`src/rtl/mem_arb_pkg.sv`:
```
// Shared types and helpers for the two-port memory arbiter.
package mem_arb_pkg;

  typedef enum logic [1:0] {
    BYTE    = 2'b00,
    HALF    = 2'b01,
    WORD    = 2'b10,
    ILLEGAL = 2'b11
  } size_e;

  typedef enum logic {
    IDLE   = 1'b0,
    RMW_WR = 1'b1
  } state_e;

  // Also flags the illegal size, so one test covers every error case.
  function automatic logic misaligned(input size_e size, input logic [1:0] addr_lo);
    logic bad;
    case (size)
      BYTE:    bad = 1'b0;
      HALF:    bad = addr_lo[0];
      WORD:    bad = |addr_lo;
      default: bad = 1'b1;
    endcase
    return bad;
  endfunction

endpackage

```
`src/rtl/mem_store_merge.sv`:
```
// Combinational byte/halfword lane merge of store data into an existing word.
module mem_store_merge
  import mem_arb_pkg::*;
#(
  parameter int unsigned DWIDTH = 32
) (
  input  logic [DWIDTH-1:0] old_i,
  input  logic [DWIDTH-1:0] wdata_i,
  input  size_e             size_i,
  input  logic [1:0]        addr_lo_i,
  output logic [DWIDTH-1:0] merged_o
);

  always_comb begin
    merged_o = old_i;
    case (size_i)
      BYTE:    merged_o[{addr_lo_i, 3'b000} +: 8]     = wdata_i[7:0];
      HALF:    merged_o[{addr_lo_i[1], 4'b0000} +: 16] = wdata_i[15:0];
      default: merged_o = wdata_i;
    endcase
  end

endmodule

```
`src/rtl/mem_arbiter.sv`:
```
// Round-robin fetch/load-store arbiter in front of a word memory, with
// read-modify-write for byte and halfword stores.
module mem_arbiter
  import mem_arb_pkg::*;
#(
  parameter int unsigned       AWIDTH    = 32,
  parameter int unsigned       DWIDTH    = 32,
  parameter logic [AWIDTH-1:0] BASE_ADDR = 32'h01000000
) (
  input  logic              clk,
  input  logic              rst,
  input  logic              if_req_i,
  input  logic [AWIDTH-1:0] if_addr_i,
  output logic              if_gnt_o,
  output logic              if_rvalid_o,
  output logic [DWIDTH-1:0] if_rdata_o,
  input  logic              d_req_i,
  input  logic              d_we_i,
  input  logic [1:0]        d_size_i,
  input  logic [AWIDTH-1:0] d_addr_i,
  input  logic [DWIDTH-1:0] d_wdata_i,
  output logic              d_gnt_o,
  output logic              d_rvalid_o,
  output logic [DWIDTH-1:0] d_rdata_o,
  output logic              d_err_o,
  output logic [AWIDTH-1:0] mem_addr_o,
  output logic [DWIDTH-1:0] mem_data_o,
  output logic              mem_read_en_o,
  output logic              mem_write_en_o,
  input  logic [DWIDTH-1:0] mem_data_i
);

  if (DWIDTH != 32 || BASE_ADDR[1:0] != 2'b00) begin : g_cfg_err
    $error("mem_arbiter: DWIDTH must be 32 and BASE_ADDR word aligned");
  end

  state_e            state_q, state_d;
  logic              last_d_q, last_d_d;  // 1: data side was granted most recently
  logic [AWIDTH-1:0] rmw_addr_q, rmw_addr_d;
  logic [DWIDTH-1:0] rmw_data_q, rmw_data_d;
  logic              if_rvalid_q, d_rvalid_q, d_err_q;
  logic [DWIDTH-1:0] if_rdata_q, d_rdata_q;

  size_e             d_size;
  logic              d_bad;
  logic [AWIDTH-1:0] if_addr_al, d_addr_al;
  logic [DWIDTH-1:0] merged;
  logic              d_resp, d_resp_err, d_resp_load;

  assign d_size     = size_e'(d_size_i);
  assign d_bad      = misaligned(d_size, d_addr_i[1:0]);
  assign if_addr_al = if_addr_i & ~AWIDTH'(3);
  assign d_addr_al  = d_addr_i & ~AWIDTH'(3);

  mem_store_merge #(.DWIDTH(DWIDTH)) u_merge (
    .old_i     (mem_data_i),
    .wdata_i   (d_wdata_i),
    .size_i    (d_size),
    .addr_lo_i (d_addr_i[1:0]),
    .merged_o  (merged)
  );

  always_comb begin
    state_d        = state_q;
    last_d_d       = last_d_q;
    rmw_addr_d     = rmw_addr_q;
    rmw_data_d     = rmw_data_q;
    if_gnt_o       = 1'b0;
    d_gnt_o        = 1'b0;
    mem_addr_o     = '0;
    mem_data_o     = '0;
    mem_read_en_o  = 1'b0;
    mem_write_en_o = 1'b0;
    d_resp         = 1'b0;
    d_resp_err     = 1'b0;
    d_resp_load    = 1'b0;
    case (state_q)
      IDLE: begin
        if (if_req_i && (!d_req_i || last_d_q)) begin
          if_gnt_o      = 1'b1;
          last_d_d      = 1'b0;
          mem_addr_o    = if_addr_al;
          mem_read_en_o = 1'b1;
        end else if (d_req_i) begin
          d_gnt_o    = 1'b1;
          last_d_d   = 1'b1;
          mem_addr_o = d_addr_al;
          if (d_bad) begin
            d_resp     = 1'b1;
            d_resp_err = 1'b1;
          end else if (!d_we_i) begin
            mem_read_en_o = 1'b1;
            d_resp        = 1'b1;
            d_resp_load   = 1'b1;
          end else if (d_size == WORD) begin
            mem_data_o     = d_wdata_i;
            mem_write_en_o = 1'b1;
            d_resp         = 1'b1;
          end else begin
            mem_read_en_o = 1'b1;
            rmw_addr_d    = d_addr_al;
            rmw_data_d    = merged;
            state_d       = RMW_WR;
          end
        end
      end
      RMW_WR: begin
        mem_addr_o     = rmw_addr_q;
        mem_data_o     = rmw_data_q;
        mem_write_en_o = 1'b1;
        d_resp         = 1'b1;
        state_d        = IDLE;
      end
      default: state_d = IDLE;
    endcase
    // Reset overrides here so an in-flight RMW write never reaches memory.
    if (rst) begin
      if_gnt_o       = 1'b0;
      d_gnt_o        = 1'b0;
      mem_read_en_o  = 1'b0;
      mem_write_en_o = 1'b0;
    end
  end

  always_ff @(posedge clk) begin
    if (rst) begin
      state_q     <= IDLE;
      last_d_q    <= 1'b1;
      rmw_addr_q  <= '0;
      rmw_data_q  <= '0;
      if_rvalid_q <= 1'b0;
      if_rdata_q  <= '0;
      d_rvalid_q  <= 1'b0;
      d_err_q     <= 1'b0;
      d_rdata_q   <= '0;
    end else begin
      state_q     <= state_d;
      last_d_q    <= last_d_d;
      rmw_addr_q  <= rmw_addr_d;
      rmw_data_q  <= rmw_data_d;
      if_rvalid_q <= if_gnt_o;
      if (if_gnt_o) if_rdata_q <= mem_data_i;
      d_rvalid_q  <= d_resp;
      d_err_q     <= d_resp_err;
      if (d_resp) d_rdata_q <= d_resp_load ? mem_data_i : '0;
    end
  end

  assign if_rvalid_o = if_rvalid_q;
  assign if_rdata_o  = if_rdata_q;
  assign d_rvalid_o  = d_rvalid_q;
  assign d_err_o     = d_err_q;
  assign d_rdata_o   = d_rdata_q;

endmodule
```
`config.mk`:
```
export PLATFORM = sky130hd
export DESIGN_NAME = mem_arbiter
export DESIGN_NICKNAME = d
export VERILOG_FILES = /design/src/rtl/mem_arb_pkg.sv /design/src/rtl/mem_store_merge.sv /design/src/rtl/mem_arbiter.sv
export SDC_FILE = /design/constraint.sdc
export NUM_CORES = 1
export LEC_CHECK = 0
export ABC_AREA = 1
export BUFFER_PORTS_ARGS = -buffer_cell sky130_fd_sc_hd__buf_2
export CORE_MARGIN = 2
export CORE_UTILIZATION = 55
export CTS_CLUSTER_DIAMETER = 200
export DETAILED_ROUTE_END_ITERATION = 8
export PLACE_DENSITY = 0.86
export SLEW_MARGIN = 0
export SYNTH_ARGS = -nofsm -noshare
export SYNTH_HDL_FRONTEND = slang
export SYNTH_SLANG_ARGS = --single-unit
```
`constraint.sdc`:
```
create_clock -name clk -period 6.4 [get_ports clk]
set_input_delay 1.28 -clock clk [delete_from_list [all_inputs] [get_ports clk]]
set_output_delay 1.28 -clock clk [all_outputs]
set_load 0.02 [all_outputs]
```
* Yosys cells after proc, flatten, opt, wreduce, memory -nomap -nowiden *
Cells that the tools add are included.

word-level totals
  output and inout port bits = 135
  flip-flop bits (word level) = 131
  bits of input ports = 135

operators by class
  reductions and logical operators = 9
  equal/unequal tests = 2
  bitwise gates (word level) = 5
  mux-type cells = 53
  add/sub/neg operators = 2
  shift-type cells = 4

operators by type and width
  cell                                                                      count
  32-bit 2-to-1 mux                                                         8
  32-bit one-hot mux with 2 select lines                                    3
  32-bit bitwise mux                                                        2
  1-bit 2-to-1 mux                                                          36
  16-bit by 7-bit variable shift with 32-bit output (first input constant)  1
  8-bit by 7-bit variable shift with 32-bit output (first input constant)   1
  16-bit by 7-bit indexed part select with 32-bit output                    1
  8-bit by 7-bit indexed part select with 32-bit output                     1
  5-bit negator with 7-bit output                                           2
  1-bit one-hot mux with 2 select lines                                     3
  6-bit AND reduction                                                       1
  1-bit NOT                                                                 5
  4-bit OR reduction                                                        1
  1-bit one-hot mux with 3 select lines                                     1
  2-bit by 1-bit == test with 1-bit output (second input constant)          1
  2-bit == test (second input constant)                                     1
  2-bit zero test                                                           1
  2-bit AND reduction                                                       1
  2-bit nonzero test                                                        1
  2-bit OR reduction                                                        1
  1-bit logical AND                                                         1
  1-bit zero test                                                           1
  1-bit logical OR                                                          1

* Logic depth before layout (Yosys ltp) *
Gate-level depths: netlist of run 1.

  word-level depth = 8
  depth in mapped cells = 14
  mapped depth without buffers = 11

* By module *
A second synthesis of run 1 with hierarchy kept.

unflattened totals
  cells, all modules = 1,237
  area total of the unflattened synthesis = 7,443.4 um^2

by module, submodules not included
  module           seq. area each (um^2)  area each (um^2)  instances  cells each
  mem_arbiter      2,622.5                6,183.4           1          940
  mem_store_merge  0.0                    1,260.0           1          297

* Worst setup path after synthesis of run 1 *
OpenSTA, ideal clock, no wires.

  kind = input to output
  start point = input d_addr_i[1]
  end point = output mem_data_o[22]
  setup slack = 2.092 ns
  required time = 5.120 ns
  buffers on the path = 3
  data arrival time = 3.028 ns
  cell stages on the path = 9
  path through = clkbuf_1 inv_1 buf_2 ha_1 nand2_1 nand2_4 nand3_1 clkbuf_1 o21ai_0

between the ends
  cells in the longest elaborated chain, start to end = 6

RTL lines
  what                                    RTL line           text
  start, declared                         mem_arbiter.sv:20  input logic [AWIDTH-1:0] d_addr_i,
  2-bit OR reduction                      mem_arb_pkg.sv:22  WORD: bad = |addr_lo;
  1-bit one-hot mux with 3 select lines   mem_arb_pkg.sv:19  case (size)
  32-bit 2-to-1 mux                       mem_arbiter.sv:88  if (d_bad) begin
  32-bit 2-to-1 mux                       mem_arbiter.sv:84  end else if (d_req_i) begin
  32-bit 2-to-1 mux                       mem_arbiter.sv:79  if (if_req_i && (!d_req_i || last_d_q)) begin
  32-bit one-hot mux with 2 select lines  mem_arbiter.sv:77  case (state_q)
  end, declared                           mem_arbiter.sv:27  output logic [DWIDTH-1:0] mem_data_o,

No other way between the ends.

* Worst setup path in the final report of run 1 *
  start point = input d_addr_i[0]
  end point = output mem_data_o[18]

between the ends
  cells in the longest elaborated chain, start to end = 6

RTL lines
  what                                      RTL line
  2-bit OR reduction                        mem_arb_pkg.sv:22
  1-bit one-hot mux with 3 select lines *   mem_arb_pkg.sv:19
  32-bit 2-to-1 mux *                       mem_arbiter.sv:88
  32-bit 2-to-1 mux *                       mem_arbiter.sv:84
  32-bit 2-to-1 mux *                       mem_arbiter.sv:79
  32-bit one-hot mux with 2 select lines *  mem_arbiter.sv:77

Mark *: on every way between the ends. The rest lies on a longest branch, timed or not.

==> results of run 1 <==
==> worst max-delay path, cell delays in order <==
cell	delay [ns]
buf_2	0.19
inv_1	0.13
ha_1	0.25
nand2_1	0.11
nand2_4	0.34
nand3_1	0.84
o21ai_0	0.56
buf_2	0.24
==> synthesized netlist by cell type, drive strengths merged <==
library cell	instances	area, um^2
dfxtp	131	2620
a21boi	16	120
buf	45	313
nand4	32	200
a31oi	30	188
nand3	27	148
o31ai	1	7.51
conb	1	3.75
clkbuf	51	191
inv	79	299
o211ai	31	238
ha	5	62.6
and3	1	6.26
a21oi	129	766
nand2	533	2110
nor2	137	543
o21ai	40	200
clkinv	4	20.0
==> cell families (layout without fill, tap and decap cells) <==
family / count (synthesis) / after routing / share of synthesized area
buffers and inverters: 179 / 386 / 0.102
DFF: 131 / 131 / 0.326
AOI/OAI and AO/OA: 247 / 247 / 0.189
other: 1 / 3 / 0.000467
and+or+nand+nor: 730 / 730 / 0.374
adders and majority gates: 5 / 5 / 0.00778
==> sequential cells by signal, summed over array words and instances (netlist names) <==
signal / flops
if_rdata_o: 32
last_d_q: 1
if_rvalid_o: 1
rmw_data_q: 32
d_rvalid_o: 1
d_err_o: 1
state_q: 1
rmw_addr_q: 30
d_rdata_o: 32
==> where the power goes <==
part,leakage (nW),internal (mW),switching [mW]
combinational,3.56,0.130,0.281
sequential,1.06,0.844,0.0194
clock,0.261,0.529,0.359
==> final timing paths <==
kind / slack, ns / from / end / cells after the start
worst min register to register: 0.46 / d_rdata_o[14] / d_rdata_o[14] / 2
worst min-delay path: 0.46 / d_rdata_o[14] / d_rdata_o[14] / 2
worst max-delay path: 1.15 / d_addr_i[0] / mem_data_o[18] / 8
worst max register to register: 3.34 / last_d_q / rmw_addr_q[5] / 5
==> metal layers <==
metal	global-route usage	vias to the layer above	share of wire
li1	-	4532	-
met1	0.391	4108	0.40
met2	0.531	461	0.47
met3	0.0653	79	0.088
met4	0.160	2	0.043
met5	0	-	0.00051
==> area by class of cell <==
cell class / instances / area, um^2
fill: 1320 / 4740
multi-input combinational: 984 / 4600
sequential: 131 / 2620
timing repair buffer: 273 / 1390
clock buffer: 21 / 440
inverter: 83 / 319
tap: 184 / 230
clock inverter: 9 / 85.1
antenna: 1 / 2.50
==> metrics by stage <==
step | util | instances | power [mW] | instance area, um^2
after floorplan | - | 1294 | 1.15 | 8040
after global placement | 0.635 | 1655 | 1.28 | 9160
after detailed placement | 0.635 | 1655 | 1.29 | 9160
final | 0.672 | 1686 | 2.16 | 9690
after CTS | 0.671 | 1685 | 2.17 | 9680
after global routing | 0.672 | 1686 | 2.25 | 9690
==> flow_summary.yaml, run 1 <==
outcome:
  status: "completed"
pwr:
  ir_drop_mv: 0.181
  leakagePower_nw: 4.89
  powerDensity_mw_per_mm2: 223
drt:
  vias: 9182
  drtIter0Drc: 877
  drc: 0
  drtPass1Iterations: 5
  avgViaCountPerCell: 5.45
  drtAntennaViolNets: 0
  wl_per_cell_um: 15.2
  wirelength_um: 25700
timing:
  fin_hold_ws_ns: 0.458
  worst_pin_slew_ns: 1.26
  fin_skew_ns: 0.00699
  fin_crit_ns: 5.25
  setup_viol: 0
  period_share: 0.820
  report.final.slew_viol_count: 0
  fin_setup_tns_ns: 0
  final_hold_viol_count: 0
  rsz0062_at_grt: "false"
  setup_slack_ns: 1.15
  fmax_mhz: 191
  max_slew_margin: 0.159
synthesis:
  avgSynthCellArea_um2: 6.22
  yosys_warnings: 0
  ys_seq_area_frac: 0.326
  synth_seq_cells: 131
  synth_cells: 1293
  syn_area_mm2: 0.00804
  ys_types: 35
place:
  place.gp.congestion: 0.926
  io_buffers: 265
  dp_slack_ns: 1.15
  dp_hpwl_um: 17500
setup_path:
  path_class: "in -> out"
  arrival_ns: 3.97
  required_ns: 5.12
  worstPathMaxFanout: 37
  worst_setup_path_start_kind: "input pin"
  cp-end-kind: "output port"
cts:
  numCtsBuffers: 17
  cts_num_sinks: 131
  post_cts_hold_buffer_count: 0
  clk_pin_slew_ns: 0.05
  clock_path_buffers: 2
  cts.htree.levels: 4
  cts_setup_buffers: 0
  cts_root_buf: "clkbuf_16"
  clock_latency_ns: 0.42
  cts_resized: 0
  cts_tree: "done"
floorplanning:
  boundaryPins: 270
  dieArea_mm2: 0.0156
  row_count: 44
  start_util: 0.557
  dieWidth_um: 125
  core-area_mm2: 0.0144
  die_h_um: 125
global_routing:
  grt_max_degree: 97
  grtUsageTotal: 0.319
  grt_pass1_vias: 8144
  grt_pass1_wl_um: 40800
  overflow: 0
  antenna_found_initial: 2
job:
  cap_violations: 0
finish:
  layout_common_cells: "nand2_1, buf_2, nor2_1"
  area_growth_syn_to_layout_pct: 20.5
  drive_gt1_frac: 0.250
  final_nets: 1630
  final_common_cell: "nand2_1"
min_path:
  min-delay-path-class: "reg -> reg"
Note: power is estimated with default switching activity, not from simulation.
==> run 2, diff against run 1 <==
--- a/config.mk
+++ b/config.mk
@@ -8,10 +8,10 @@
 export ABC_AREA = 1
 export BUFFER_PORTS_ARGS = -buffer_cell sky130_fd_sc_hd__buf_2
 export CORE_MARGIN = 2
-export CORE_UTILIZATION = 55
+export CORE_UTILIZATION = 51
 export CTS_CLUSTER_DIAMETER = 200
 export DETAILED_ROUTE_END_ITERATION = 8
-export PLACE_DENSITY = 0.86
+export PLACE_DENSITY = 0.81
 export SLEW_MARGIN = 0
 export SYNTH_ARGS = -nofsm -noshare
 export SYNTH_HDL_FRONTEND = slang
==> constraint.sdc (replaced) <==
create_clock -name clk -period 5.2 [get_ports clk]
set_input_delay 1.04 -clock clk [delete_from_list [all_inputs] [get_ports clk]]
set_output_delay 1.04 -clock clk [all_outputs]
set_load 0.02 [all_outputs]
==> run 2 against run 1 <==
Effect of this change: design area grew 2.4%; core utilization fell by 2.4 points; sequential share of layout area shrank 0.62 points; global-route usage decreased by 1.1 points; clock power rose by 58%; routed wire length increased by 2.2%; count of clock-buffer cells in the layout down 2; critical path type unchanged; largest cell class unchanged; largest power group unchanged.
==> flow_summary.yaml, run 2 (same netlist as run 1, synthesis figures left out) <==
cts:
  cts.htree.levels: 4
  cts_root_buf: "clkbuf_16"
  cts_resized: 0
  cts_num_sinks: 131
  cts_tree: "done"
  clock_latency_ns: 0.42
  clock_path_buffers: 2
  post_cts_hold_buffer_count: 0
  clk_pin_slew_ns: 0.06
  cts_setup_buffers: 0
  numCtsBuffers: 17
pwr:
  p_sw_mw: 0.853
  powerDensity_mw_per_mm2: 300
  p_int_mw: 2.12
  pwr-share-clk: 0.471
  ir_drop_mv: 0.228
  leakagePower_nw: 4.98
  pwr-share-comb: 0.174
  sequentialPowerShare: 0.355
  switching_share: 0.286
timing:
  setup_viol: 0
  period_share: 0.818
  fin_setup_tns_ns: 0
  rsz0062_at_grt: "false"
  report.final.slew_viol_count: 0
  fin_crit_ns: 4.26
  worst_pin_slew_ns: 1.11
  fin_skew_ns: 0.00726
  max_slew_margin: 0.256
  fmax_mhz: 235
  final_hold_viol_count: 0
min_path:
  min-delay-path-class: "reg -> reg"
drt:
  drtPass1Iterations: 6
  vias: 9175
  drc: 0
  wl_per_cell_um: 15.2
  wirelength_um: 26200
  avgViaCountPerCell: 5.33
  drtAntennaViolNets: 0
  drtIter0Drc: 860
place:
  io_buffers: 265
  dp_hpwl_um: 17800
  place.gp.congestion: 0.907
  dpl_cell_area_mm2: 0.00922
setup_path:
  cpLargestDelayFamily: "buffers and inverters"
  cp_num_buf_inv: 3
  cp_slowest_cell: "buf_2"
  crit_top_cell: "buf_2"
  cp-end-kind: "output port"
  worst_setup_path_start_kind: "input pin"
  arrival_ns: 3.22
  path_class: "in -> out"
  rrSetupSlack_ns: 2.66
  crit_chain: "buf_2 > and3_1 > nand3_1 > buf_4 > o21ai_0 > buf_2"
  cpPeakStageDelay_ns: 0.57
  required_ns: 4.16
  worstPathMaxFanout: 36
floorplanning:
  start_util: 0.525
  boundaryPins: 270
  dieWidth_um: 130
  dieArea_mm2: 0.0168
  row_count: 45
  core-area_mm2: 0.0153
  die_h_um: 130
global_routing:
  grt_pass1_wl_um: 40700
  grtUsageTotal: 0.308
  grt_pass1_vias: 8212
  overflow: 0
  grt_max_degree: 97
  antenna_found_initial: 2
finish:
  area_growth_syn_to_layout_pct: 23.3
  area.sequential_mm2: 0.00262
  multi_input_area_mm2: 0.00460
  layout_common_cells: "nand2_1, buf_2, nor2_1"
  stdcell_area_mm2: 0.00991
  fill_cells: 1464
  final_nets: 1634
  drive_gt1_frac: 0.255
  final_common_cell: "nand2_1"
job:
  cap_violations: 0
outcome:
  status: "completed"
==> run 2: changes by cell type in the layout (fill, tap and decap cells not counted), sizes merged <==
cell    before  now
inv         80   83
clkinv      11    7
bufinv       1    6
diode        1    2
buf        273  277
clkbuf      21   19
==> run 2: worst reg2reg max path, stage by stage (launching register included) <==
cell and delay [ns]:
dfxtp_1 0.33, a21oi_4 0.14, buf_4 0.62, nand3_4 0.80
a21oi_1 0.46, nor2_1 0.06
==> run 2: layout make-up <==
cell class	count	share of cell area
Multi-Input combinational cell	984	0.464
Clock buffer	19	0.0447
Antenna cell	2	0.000505
Sequential cell	131	0.265
Timing Repair Buffer	277	0.143
Inverter	83	0.0322
Clock inverter	13	0.0246
Tap cell	211	0.0266
==> run 2: through the flow <==
step | setup slack (ns) | power [mW] | util | hold WS [ns] | cells
global route | 0.814 | 3.08 | 0.647 | 0.472 | 1720
finish | 0.944 | 2.98 | 0.647 | 0.458 | 1720
CTS | 0.970 | 2.98 | 0.647 | 0.459 | 1718
detailed placement | 0.974 | 1.59 | 0.602 | 0.449 | 1686
global placement | 0.993 | 1.58 | 0.602 | 0.447 | 1686
floorplan | 1.37 | 1.42 | - | 0.445 | 1294
==> run 2: routing by layer <==
layer | track usage | part of all wire | vias to the layer above
met3 | 0.0656 | 0.087 | 69
met2 | 0.532 | 0.48 | 441
met5 | 0 | 0 | -
li1 | - | - | 4542
met1 | 0.370 | 0.40 | 4123
met4 | 0.135 | 0.035 | 0
==> run 2: worst paths after layout <==
| check | startpoint | cells past startpoint | endpoint |
|---|---|---|---|
| worst max-delay path | d_size_i[1] | 6 | mem_data_o[11] |
| worst min-delay path | d_rdata_o[13] | 2 | d_rdata_o[13] |
| worst max register to register | last_d_q | 5 | rmw_addr_q[5] |
| worst min register to register | d_rdata_o[13] | 2 | d_rdata_o[13] |
==> run 2: power by group through the flow <==
stage               registers (mW)  logic [mW]  clock network, mW
CTS                           1.06       0.514               1.41
floorplan                     1.10       0.319                  0
finish                        1.06       0.518               1.40
global placement              1.08       0.505                  0
global route                  1.06       0.566               1.46
detailed placement            1.08       0.511                  0
==> run 3, diff against run 2 <==
==> constraint.sdc (replaced) <==
create_clock -name clk -period 4.04 [get_ports clk]
set_input_delay 0.808 -clock clk [delete_from_list [all_inputs] [get_ports clk]]
set_output_delay 0.808 -clock clk [all_outputs]
set_load 0.02 [all_outputs]
==> run 3 against run 2 <==
Effect of this change: clock power grew 8%; routed wire length grew 1.8%; global-route usage rose by 0.79 points; via count is 0.83% higher; critical path depth unchanged; die area is the same; critical endpoint is now mem_data_o[2]; largest power group unchanged; highest routed layer unchanged.
==> flow_summary.yaml, run 3 (same netlist as run 1, synthesis figures left out) <==
cts:
  cts_root_buf: "clkbuf_16"
  clock_latency_ns: 0.43
  cts_resized: 0
  cts_setup_buffers: 0
  numCtsBuffers: 17
  cts_num_sinks: 131
  cts.htree.levels: 4
  clk_pin_slew_ns: 0.06
  post_cts_hold_buffer_count: 0
  clock_path_buffers: 2
  cts_tree: "done"
timing:
  fin_setup_tns_ns: 0
  rsz0062_at_grt: "false"
  setup_viol: 0
  fin_skew_ns: 0.00484
  setup_slack_ns: 0.678
  fin_crit_ns: 3.36
  final_hold_viol_count: 0
  max_slew_margin: 0.264
  period_share: 0.832
  fmax_mhz: 297
  report.final.slew_viol_count: 0
  worst_pin_slew_ns: 1.10
  fin_hold_ws_ns: 0.461
finish:
  fill_cells: 1481
  final_common_cell: "nand2_1"
  layout_common_cells: "nand2_1, buf_2, nor2_1"
  stdcell_area_mm2: 0.00986
  area_growth_syn_to_layout_pct: 22.7
  drive_gt1_frac: 0.259
  final_nets: 1641
place:
  dp_slack_ns: 0.744
  dpl_cell_area_mm2: 0.00928
  io_buffers: 265
  place.gp.congestion: 0.939
  dp_hpwl_um: 18400
drt:
  vias: 9251
  drc: 0
  drtIter0Drc: 837
  wirelength_um: 26700
  avgViaCountPerCell: 5.36
  drtAntennaViolNets: 0
  drtPass1Iterations: 7
  wl_per_cell_um: 15.5
setup_path:
  cp_slowest_cell: "buf_2"
  required_ns: 3.23
  crit_chain: "buf_2 > and3_1 > nand3_1 > buf_4 > o21ai_0 > buf_2"
  path_class: "in -> out"
  cpPeakStageDelay_ns: 0.60
  crit_top_cell: "buf_2"
  worst_setup_path_start_kind: "input pin"
  cp-end-kind: "output port"
  worstPathMaxFanout: 36
  arrival_ns: 2.55
global_routing:
  grt_pass1_wl_um: 42000
  grt_max_degree: 97
  grt_pass1_vias: 8417
  antenna_found_initial: 1
  overflow: 0
  grtUsageTotal: 0.316
pwr:
  p_int_mw: 2.37
  total_power_mw: 3.54
  pwr-share-comb: 0.190
  sequentialPowerShare: 0.384
  ir_drop_mv: 0.293
  leakagePower_nw: 4.97
  switching_share: 0.330
  p_sw_mw: 1.17
  pwr-share-clk: 0.427
  powerDensity_mw_per_mm2: 359
floorplanning:
  core-area_mm2: 0.0153
  start_util: 0.525
  row_count: 45
  dieArea_mm2: 0.0168
  die_h_um: 130
  dieWidth_um: 130
  boundaryPins: 270
outcome:
  status: "completed"
job:
  cap_violations: 0
min_path:
  min-delay-path-class: "reg -> reg"
run 3: final cells by class:
type / instances / area (um^2) / area share
Antenna cell: 2 / 5.00 / 0.000507
Clock buffer: 17 / 425 / 0.0431
Clock inverter: 15 / 156 / 0.0159
Inverter: 83 / 319 / 0.0324
Multi-Input combinational cell: 984 / 4600 / 0.466
Sequential cell: 131 / 2620 / 0.266
Tap cell: 211 / 264 / 0.0268
Timing Repair Buffer: 284 / 1470 / 0.149
run 3: power groups by stage:
stage	Sequential [mW]	Clock (mW)	Combinational, mW
after floorplan	1.41	0	0.410
after global placement	1.39	0	0.654
after detailed placement	1.39	0	0.662
after CTS	1.36	1.53	0.665
after global routing	1.36	1.58	0.735
final	1.36	1.51	0.672
run 3: worst max-delay path: cells and delay by family:
kind	cells	cell delay (ns)
AND/OR/NAND/NOR	2	0.39
buffers and inverters	3	1.05
AO/OA/AOI/OAI	1	0.30
run 3: final timing paths:
path | startpoint | cells past startpoint | to | slack (ns)
worst max-delay path | d_size_i[1] | 6 | mem_data_o[2] | 0.68
worst min-delay path | d_rdata_o[15] | 2 | d_rdata_o[15] | 0.46
worst max register to register | state_q | 7 | rmw_addr_q[12] | 1.73
worst min register to register | d_rdata_o[15] | 2 | d_rdata_o[15] | 0.46
run 3: metrics by stage:
stage                      util  cells
after floorplan               -   1294
after global placement    0.606   1693
after detailed placement  0.606   1693
after CTS                 0.644   1725
after global routing      0.644   1726
final                     0.644   1727
run 3: per-layer routing:
layer | track usage | up-vias | share of wire
li1 | - | 4556 | -
met3 | 0.0644 | 64 | 0.091
met5 | 0 | - | 0
met4 | 0.130 | 0 | 0.035
met1 | 0.385 | 4206 | 0.40
met2 | 0.545 | 425 | 0.47
